<file path="config.mk">
export PLATFORM = sky130hd
export DESIGN_NAME = gcn_result_tx_flat
export DESIGN_NICKNAME = d
export VERILOG_FILES = /design/src/rtl/gcn_result_tx_if.sv /design/src/rtl/gcn_result_tx.sv /design/src/flat_wrapper.sv
export SDC_FILE = /design/constraint.sdc
export NUM_CORES = 1
export LEC_CHECK = 0
export ABC_AREA = 1
export BUFFER_PORTS_ARGS = -buffer_cell sky130_fd_sc_hd__clkbuf_2
export CELL_PAD_IN_SITES_DETAIL_PLACEMENT = 1
export CELL_PAD_IN_SITES_GLOBAL_PLACEMENT = 1
export CORE_MARGIN = 2
export CORE_UTILIZATION = 42
export DETAILED_ROUTE_END_ITERATION = 12
export PLACE_DENSITY_LB_ADDON = 0.1
export RECOVER_POWER = 100
export SLEW_MARGIN = 5
export SYNTH_ARGS = -nofsm -noshare
export SYNTH_HDL_FRONTEND = slang
export SYNTH_SLANG_ARGS = --single-unit
</file>
<file path="constraint.sdc">
create_clock -name clk -period 2.4 [get_ports clk]
set_input_delay 0.48 -clock clk [delete_from_list [all_inputs] [get_ports clk]]
set_output_delay 0.48 -clock clk [all_outputs]
set_load 0.02 [all_outputs]
</file>
<file path="src/rtl/gcn_result_tx_if.sv">
// Result-stream bus between the GCN result transmitter and its neighbours:
// start/column request, result-buffer read port and the framed 16-bit output word.
interface gcn_result_tx_if #(
   parameter int unsigned DW   = 16,
   parameter int unsigned AW   = 8,
   parameter int unsigned COLW = 8
);
   logic            i_start;
   logic [COLW-1:0] i_col1;
   logic [COLW-1:0] i_col2;
   logic            o_ren;
   logic [AW-1:0]   o_raddr;
   logic [DW-1:0]   i_rdata;
   logic            o_busy;
   logic            o_result;
   logic            o_done;
   logic            o_p0,  o_p1,  o_p2,  o_p3,  o_p4,  o_p5,  o_p6,  o_p7;
   logic            o_p8,  o_p9,  o_p10, o_p11, o_p12, o_p13, o_p14, o_p15;

   // Transmitter side
   modport master (
      input  i_start, i_col1, i_col2, i_rdata,
      output o_ren, o_raddr, o_busy, o_result, o_done,
      output o_p0, o_p1, o_p2, o_p3, o_p4, o_p5, o_p6, o_p7,
      output o_p8, o_p9, o_p10, o_p11, o_p12, o_p13, o_p14, o_p15
   );

   // Requester / buffer / pin side
   modport slave (
      output i_start, i_col1, i_col2, i_rdata,
      input  o_ren, o_raddr, o_busy, o_result, o_done,
      input  o_p0, o_p1, o_p2, o_p3, o_p4, o_p5, o_p6, o_p7,
      input  o_p8, o_p9, o_p10, o_p11, o_p12, o_p13, o_p14, o_p15
   );
endinterface

</file>
<file path="src/rtl/gcn_result_tx.sv">
// GCN result-stream transmitter. On a start request it latches two column indices,
// sends a header word {col2,col1}, then streams the N_NODES results of col1 followed
// by those of col2 out of a 1-cycle-latency result buffer. All outputs are registered.
// DW must be 16 (one bit per o_p pin) and 2*COLW must equal DW.
module gcn_result_tx #(
   parameter int unsigned N_NODES = 100,
   parameter int unsigned DW      = 16,
   parameter int unsigned AW      = 8,
   parameter int unsigned COLW    = 8
) (
   input logic             clk,
   input logic             rst,
   gcn_result_tx_if.master bus
);

   localparam int unsigned LastAddr = 2 * N_NODES - 1;

   typedef enum logic [1:0] {
      StIdle,
      StFetch,
      StStream,
      StDrain
   } state_t;

   state_t          state_q, state_d;
   logic            ren_q, ren_d;
   logic [AW-1:0]   raddr_q, raddr_d;
   // High when i_rdata carries the word for the address issued one edge earlier
   logic            rvalid_q, rvalid_d;
   logic            busy_q, busy_d;
   logic            result_q, result_d;
   logic [DW-1:0]   word_q, word_d;
   logic            done_q, done_d;
   logic [COLW-1:0] col1_q, col1_d;
   logic [COLW-1:0] col2_q, col2_d;
   logic            accept;

   // Next-state and registered-output computation
   always_comb begin
      state_d  = state_q;
      ren_d    = ren_q;
      raddr_d  = raddr_q;
      rvalid_d = ren_q;
      busy_d   = busy_q;
      result_d = result_q;
      word_d   = word_q;
      done_d   = 1'b0;
      col1_d   = col1_q;
      col2_d   = col2_q;
      accept   = 1'b0;

      unique case (state_q)
         StIdle: begin
            result_d = 1'b0;
            word_d   = '0;
            busy_d   = 1'b0;
            accept   = bus.i_start;
         end

         StFetch: begin
            // Header goes out while address 0 is being read
            word_d   = DW'({col2_q, col1_q});
            result_d = 1'b1;
            raddr_d  = AW'(1);
            state_d  = StStream;
         end

         StStream: begin
            if (rvalid_q) begin
               word_d = bus.i_rdata;
            end
            if (raddr_q == AW'(LastAddr)) begin
               // Last address was sampled by the buffer on this edge; hold raddr
               ren_d   = 1'b0;
               state_d = StDrain;
            end else begin
               raddr_d = raddr_q + AW'(1);
            end
         end

         StDrain: begin
            if (rvalid_q) begin
               word_d = bus.i_rdata;
            end else begin
               result_d = 1'b0;
               word_d   = '0;
               done_d   = 1'b1;
               busy_d   = 1'b0;
               state_d  = StIdle;
               // A start on the closing edge chains the next frame with one idle cycle
               accept   = bus.i_start;
            end
         end
      endcase

      if (accept) begin
         col1_d  = bus.i_col1;
         col2_d  = bus.i_col2;
         busy_d  = 1'b1;
         ren_d   = 1'b1;
         raddr_d = '0;
         state_d = StFetch;
      end
   end

   // State and output registers, cleared asynchronously
   always_ff @(posedge clk or negedge rst) begin
      if (!rst) begin
         state_q  <= StIdle;
         ren_q    <= 1'b0;
         raddr_q  <= '0;
         rvalid_q <= 1'b0;
         busy_q   <= 1'b0;
         result_q <= 1'b0;
         word_q   <= '0;
         done_q   <= 1'b0;
         col1_q   <= '0;
         col2_q   <= '0;
      end else begin
         state_q  <= state_d;
         ren_q    <= ren_d;
         raddr_q  <= raddr_d;
         rvalid_q <= rvalid_d;
         busy_q   <= busy_d;
         result_q <= result_d;
         word_q   <= word_d;
         done_q   <= done_d;
         col1_q   <= col1_d;
         col2_q   <= col2_d;
      end
   end

   assign bus.o_ren    = ren_q;
   assign bus.o_raddr  = raddr_q;
   assign bus.o_busy   = busy_q;
   assign bus.o_result = result_q;
   assign bus.o_done   = done_q;
   assign bus.o_p0     = word_q[0];
   assign bus.o_p1     = word_q[1];
   assign bus.o_p2     = word_q[2];
   assign bus.o_p3     = word_q[3];
   assign bus.o_p4     = word_q[4];
   assign bus.o_p5     = word_q[5];
   assign bus.o_p6     = word_q[6];
   assign bus.o_p7     = word_q[7];
   assign bus.o_p8     = word_q[8];
   assign bus.o_p9     = word_q[9];
   assign bus.o_p10    = word_q[10];
   assign bus.o_p11    = word_q[11];
   assign bus.o_p12    = word_q[12];
   assign bus.o_p13    = word_q[13];
   assign bus.o_p14    = word_q[14];
   assign bus.o_p15    = word_q[15];

endmodule

</file>
<file path="src/flat_wrapper.sv">
// flat-port wrapper written by rule: the top's interface ports become plain ports
module gcn_result_tx_flat 
#(
   parameter int unsigned N_NODES = 100,
   parameter int unsigned DW      = 16,
   parameter int unsigned AW      = 8,
   parameter int unsigned COLW    = 8
)
  (clk, rst, bus_i_start, bus_i_col1, bus_i_col2, bus_i_rdata, bus_o_ren, bus_o_raddr, bus_o_busy, bus_o_result, bus_o_done, bus_o_p0, bus_o_p1, bus_o_p2, bus_o_p3, bus_o_p4, bus_o_p5, bus_o_p6, bus_o_p7, bus_o_p8, bus_o_p9, bus_o_p10, bus_o_p11, bus_o_p12, bus_o_p13, bus_o_p14, bus_o_p15);
  gcn_result_tx_if #(.DW(DW), .AW(AW), .COLW(COLW)) bus_i ();
  input logic clk;
  input logic rst;
  input wire logic [$bits(bus_i.i_start)-1:0] bus_i_start;
  input wire logic [$bits(bus_i.i_col1)-1:0] bus_i_col1;
  input wire logic [$bits(bus_i.i_col2)-1:0] bus_i_col2;
  input wire logic [$bits(bus_i.i_rdata)-1:0] bus_i_rdata;
  output wire logic [$bits(bus_i.o_ren)-1:0] bus_o_ren;
  output wire logic [$bits(bus_i.o_raddr)-1:0] bus_o_raddr;
  output wire logic [$bits(bus_i.o_busy)-1:0] bus_o_busy;
  output wire logic [$bits(bus_i.o_result)-1:0] bus_o_result;
  output wire logic [$bits(bus_i.o_done)-1:0] bus_o_done;
  output wire logic [$bits(bus_i.o_p0)-1:0] bus_o_p0;
  output wire logic [$bits(bus_i.o_p1)-1:0] bus_o_p1;
  output wire logic [$bits(bus_i.o_p2)-1:0] bus_o_p2;
  output wire logic [$bits(bus_i.o_p3)-1:0] bus_o_p3;
  output wire logic [$bits(bus_i.o_p4)-1:0] bus_o_p4;
  output wire logic [$bits(bus_i.o_p5)-1:0] bus_o_p5;
  output wire logic [$bits(bus_i.o_p6)-1:0] bus_o_p6;
  output wire logic [$bits(bus_i.o_p7)-1:0] bus_o_p7;
  output wire logic [$bits(bus_i.o_p8)-1:0] bus_o_p8;
  output wire logic [$bits(bus_i.o_p9)-1:0] bus_o_p9;
  output wire logic [$bits(bus_i.o_p10)-1:0] bus_o_p10;
  output wire logic [$bits(bus_i.o_p11)-1:0] bus_o_p11;
  output wire logic [$bits(bus_i.o_p12)-1:0] bus_o_p12;
  output wire logic [$bits(bus_i.o_p13)-1:0] bus_o_p13;
  output wire logic [$bits(bus_i.o_p14)-1:0] bus_o_p14;
  output wire logic [$bits(bus_i.o_p15)-1:0] bus_o_p15;
  assign bus_i.i_start = bus_i_start;
  assign bus_i.i_col1 = bus_i_col1;
  assign bus_i.i_col2 = bus_i_col2;
  assign bus_i.i_rdata = bus_i_rdata;
  assign bus_o_ren = bus_i.o_ren;
  assign bus_o_raddr = bus_i.o_raddr;
  assign bus_o_busy = bus_i.o_busy;
  assign bus_o_result = bus_i.o_result;
  assign bus_o_done = bus_i.o_done;
  assign bus_o_p0 = bus_i.o_p0;
  assign bus_o_p1 = bus_i.o_p1;
  assign bus_o_p2 = bus_i.o_p2;
  assign bus_o_p3 = bus_i.o_p3;
  assign bus_o_p4 = bus_i.o_p4;
  assign bus_o_p5 = bus_i.o_p5;
  assign bus_o_p6 = bus_i.o_p6;
  assign bus_o_p7 = bus_i.o_p7;
  assign bus_o_p8 = bus_i.o_p8;
  assign bus_o_p9 = bus_i.o_p9;
  assign bus_o_p10 = bus_i.o_p10;
  assign bus_o_p11 = bus_i.o_p11;
  assign bus_o_p12 = bus_i.o_p12;
  assign bus_o_p13 = bus_i.o_p13;
  assign bus_o_p14 = bus_i.o_p14;
  assign bus_o_p15 = bus_i.o_p15;
  gcn_result_tx #(.N_NODES(N_NODES), .DW(DW), .AW(AW), .COLW(COLW)) u_core (.clk(clk), .rst(rst), .bus(bus_i));
endmodule
</file>
-- Word level (Yosys, flattened, before mapping)
Cells that the tools add are included.
- add/sub/neg operators: 1
- equal/unequal tests: 9
- mux-type cells: 21
- reduce and logical (&&, ||, !) cells: 12
- operator list (kind ; count):
    $pmux 16 s4 ; 1
    $mux 16 ; 2
    $mux 8 ; 2
    $pmux 8 s2 ; 1
    $reduce_bool 3->1 ; 3
    $add 8x1->8 const B ; 1
    $eq 8x8->1 const B ; 1
    $mux 1 ; 8
    $reduce_and 2->1 ; 4
    $mux 2 ; 3
    $pmux 2 s3 ; 1
    $eq 2x2->1 const B ; 2
    $pmux 1 s2 ; 2
    $reduce_bool 2->1 ; 2
    $reduce_bool 4->1 ; 1
    $ne 3x1->1 const B ; 1
    $ne 3x2->1 const B ; 1
    $ne 3x3->1 const B ; 1
    $pmux 1 s3 ; 1
    $reduce_and 3->1 ; 1
    $eq 2x1->1 const B ; 1
    $logic_not 2->1 ; 1
    $ne 2x1->1 const B ; 1
    $ne 2x2->1 const B ; 1
- bits in registers: 47
- input bits: 35
- output and inout bits: 28
- word-level logic and storage cells: 53

-- Longest topological paths before layout
- depth after elaboration: 4
- depth in mapped cells: 9
- depth with buffers taken out: 9

-- Least setup slack after synthesis
No wires, ideal clock.
- kind: register -> register
- start point: register u_core.state_q[0]
- end point: register u_core.state_q[1]
- arrival: 1.510 ns
- required time: 2.281 ns
- setup slack: 0.771 ns
- cell stages (with the launch flop): 8
- cells stage by stage: dfrtp_1 inv_1 ha_1 nor2_2 nand2_4 buf_2 nand2_1 nor2_1
- longest elaborated chain between the ends: 4
- elaborated cells between the ends (all ways): 11
- classes of those cells: eq/ne (5); mux (3); reduce/logical (3)
- RTL lines (item ; line ; RTL):
    start: declaration ; gcn_result_tx.sv:25 ; state_t state_q, state_d;
    start signal: assignment ; gcn_result_tx.sv:109 ; state_q <= StIdle;
    start signal: assignment ; gcn_result_tx.sv:120 ; state_q <= state_d;
    $eq 2x2->1 / $logic_not 2->1 (equally long branches) ; gcn_result_tx.sv:52 ; unique case (state_q)
    $pmux 1 s2 ; gcn_result_tx.sv:52 ;
    $ne 3x1->1 (no source line), or another cell as far along ; -- ;
    $reduce_and 3->1 (no source line) ; -- ;
Several ways; a longest one is shown, not always the timed one.
A chain may end at the register's enable or synchronous reset.

-- Worst setup path in the final report
- start point: register u_core.state_q[0]
- end point: register u_core.word_q[14]
- longest elaborated chain between the ends: 2
- elaborated cells between the ends (all ways): 6
- classes of those cells: eq/ne (4); mux (1); reduce/logical (1)
- RTL lines (item ; line ; RTL):
    $eq 2x2->1, or another cell as far along ; gcn_result_tx.sv:52 ;
    $pmux 16 s4 / $ne 2x1->1 (equally long branches) ; -- ;
    end signal: assignment ; gcn_result_tx.sv:126 ; word_q <= word_d;
    end: declaration ; gcn_result_tx.sv:32 ; logic [DW-1:0] word_q, word_d;
Several ways; a longest one is shown, not always the timed one.

==> results.json <==
{
  "syn_area_sq_um": 2390,
  "layout.cells.most_common": "nand2_1",
  "outcome": "completed",
  "globalplace.congestion": 0.7992,
  "antenna_found_initial": 0,
  "die_y_um": 79.43,
  "setup_violations": 0,
  "std_cell_rows": 27,
  "synthFlopType": "dfrtp_1",
  "worstRegToRegCells": 6,
  "insertedDiodeCount": 0,
  "finalCriticalPeriod_ns": 1.941,
  "postCtsSetupBuffers": 0,
  "grt-ovfl-total": 0,
  "reg2reg_slack_ns": 0.46,
  "finalHoldViolCount": 0,
  "max_slew_margin": 0.2166,
  "yosysTopAreaCell": "dfrtp_1",
  "wl_um": 6193,
  "crit_top_cell": "inv_1",
  "cts.clk_slew.worst_paths_ns": 0.10,
  "reg2reg_from": "u_core.state_q[0]",
  "crit_chain": "inv_1 > ha_1 > inv_1 > nand2_1 > a22oi_1 > o22ai_2",
  "worst-path-stages": 6,
  "syn2layout_area_growth_pct": 16.86,
  "cts-resized-gates": 0,
  "layout_common_cells": "nand2_1 (62), dfrtp_1 (47), clkbuf_2 (35)",
  "fin_setup_tns_ns": 0,
  "die_area_sq_um": 6309,
  "initial_core_util": 0.4340,
  "grt_first_pass_wirelength_um": 10140,
  "endpoint_kind": "flip-flop",
  "nets": 366,
  "p_per_area_nw_per_um2": 546.0,
  "critPathKind": "flip-flop to flip-flop",
  "via_per_inst": 5.212,
  "ys_types": 28,
  "crit_family": "compound AO/OA/AOI/OAI gates",
  "yosys_register_bits": 47,
  "p_total_mw": 1.525,
  "numCtsBuffers": 5,
  "p_leak_nw": 1.491,
  "cp_slowest_cell": "dfrtp_1",
  "synthesis.nets": 302,
  "crit_path_start_kind": "flip-flop",
  "grt_usage": 0.2085,
  "drt-initial-drc-count": 81,
  "worstPathRequired_ns": 2.60,
  "ir_drop_v": 0.0002331,
  "fp.dieW_um": 79.43,
  "endpoint": "u_core.word_q[14]",
  "synthCells": 259,
  "finalCritPeriodShare": 0.8089,
  "crit_arrival_ns": 2.14,
  "ys_warn_count": 0,
  "grt_max_degree": 28,
  "drt_first_pass_iters": 4,
  "synthArstFlopShare": 1.000,
  "remaining_drc_errors": 0,
  "r2r-end": "u_core.word_q[14]",
  "cts_root_buf": "clkbuf_8",
  "cts_buffer_depth": 2,
  "synth_top_cell_area_share": 0.4921,
  "cpPeakStageDelay_ns": 0.42,
  "ant_nets": 0,
  "crit_buf_inv": 2,
  "synth_edf_count": 0,
  "hp-class": "primary input to asynchronous set/reset pin",
  "core_sq_um": 5507,
  "clkLatencyLatePin_ns": 0.31,
  "avgSynthCellArea_sq_um": 9.227,
  "place_hpwl_um": 4484,
  "maxCapViolCount": 0,
  "io_buffers": 62,
  "via_count": 2064,
  "grt_pass1_vias": 2076,
  "worst-path-max-fanout": 16,
  "routedWlPerCell_um": 15.64,
  "ys_seq_area_frac": 0.4921,
  "tightestPinTransition_ns": 1.175,
  "hold_buffers": 0,
  "fmax_ghz": 0.5151,
  "crit_start": "u_core.state_q[0]",
  "drive_gt1_frac": 0.1914,
  "tritoncts": "yes",
  "final.setup_skew_ns": 0.006561,
  "io_pins": 63,
  "slew_violations": 0,
  "rsz0062_at_grt": "no",
  "cts.sinks": 47,
  "ys_top_cells_by_area": "dfrtp_1 (49%), nand2_1 (9.6%), nand3_1 (5.9%), o22ai_2 (5.2%), a22oi_1 (5.0%)",
  "htree_levels": 2
}
## kinds of logic after synthesis
group / Yosys count / share of synthesized area
XOR/XNOR: 1 / 0.003666
flip-flops: 47 / 0.4921
AND/OR/NAND/NOR: 114 / 0.2157
adder cells (fa/ha/maj): 8 / 0.04189
AO/OA/AOI/OAI: 46 / 0.1592
buffers and inverters: 43 / 0.08743
## worst min-delay path by stage
stage,to,slack (ns),depth (start not counted)
3_5_place_dp,u_core.rvalid_q,0.41,0
3_3_place_gp,u_core.rvalid_q,0.39,0
6_report,u_core.word_q[14],0.39,1
2_1_floorplan,u_core.bus.o_busy,0.18,0
4_1_cts,u_core.word_q[14],0.16,1
5_1_grt,u_core.col1_q[3],0.40,3
## power breakdown
group          leakage, nW  total [mW]  internal (mW)  switching, mW
logic                0.853       0.101         0.0391         0.0615
registers            0.579       0.812          0.805        0.00727
clock network       0.0587       0.612          0.316          0.296
total                 1.49        1.52           1.16          0.365
## stage by stage
step | instance area [sq um] | utilization | std cells | hold WS (ns) | worst slack (ns)
3_5_place_dp | 2755 | 0.5003 | 388 | 0.4052 | 0.5131
3_3_place_gp | 2755 | 0.5003 | 388 | 0.3882 | 0.5896
2_1_floorplan | 2390 | - | 259 | 0.1844 | 0.7708
6_report | 2793 | 0.5072 | 396 | 0.3851 | 0.4587
5_1_grt | 2793 | 0.5072 | 396 | 0.3996 | 0.2642
4_1_cts | 2872 | 0.5215 | 396 | 0.1591 | 0.5051
## sequential cells by signal, summed over array words and instances (netlist names)
| name | count |
|---|---|
| u_core.state_q | 2 |
| u_core.bus.o_raddr | 8 |
| u_core.bus.o_ren | 1 |
| u_core.rvalid_q | 1 |
| u_core.word_q | 16 |
| u_core.bus.o_result | 1 |
| u_core.bus.o_done | 1 |
| u_core.col2_q | 8 |
| u_core.col1_q | 8 |
| u_core.bus.o_busy | 1 |
## Yosys cell counts (4+ instances only)
| master | count |
|---|---|
| o22ai_1 | 6 |
| o21ai_2 | 5 |
| nor2_1 | 15 |
| a22oi_1 | 16 |
| ha_1 | 8 |
| buf_2 | 6 |
| inv_1 | 32 |
| dfrtp_1 | 47 |
| o22ai_2 | 10 |
| nand3_1 | 28 |
| o21ai_0 | 4 |
| nand2_1 | 61 |
## routing by layer
metal / GRT usage / share of wire / vias to the layer above / routed length [um]
met2: 0.3504 / 0.48 / 50 / 3002
met5: 0 / 0 / - / 0
li1: - / - / 982 / -
met3: 0.03959 / 0.042 / 11 / 262
met1: 0.2711 / 0.45 / 1021 / 2816
met4: 0.06724 / 0.018 / 0 / 112
## cell type report
type	instances	area [sq um]
flip-flops and latches	47	1176
fillers	717	2714
clock buffers	5	68.82
well taps	72	90.09
repair buffers	67	306.5
multi-input cells	169	979.7
inverters	33	123.9
clock inverters	3	47.55
(Power assumes the default switching activity.)
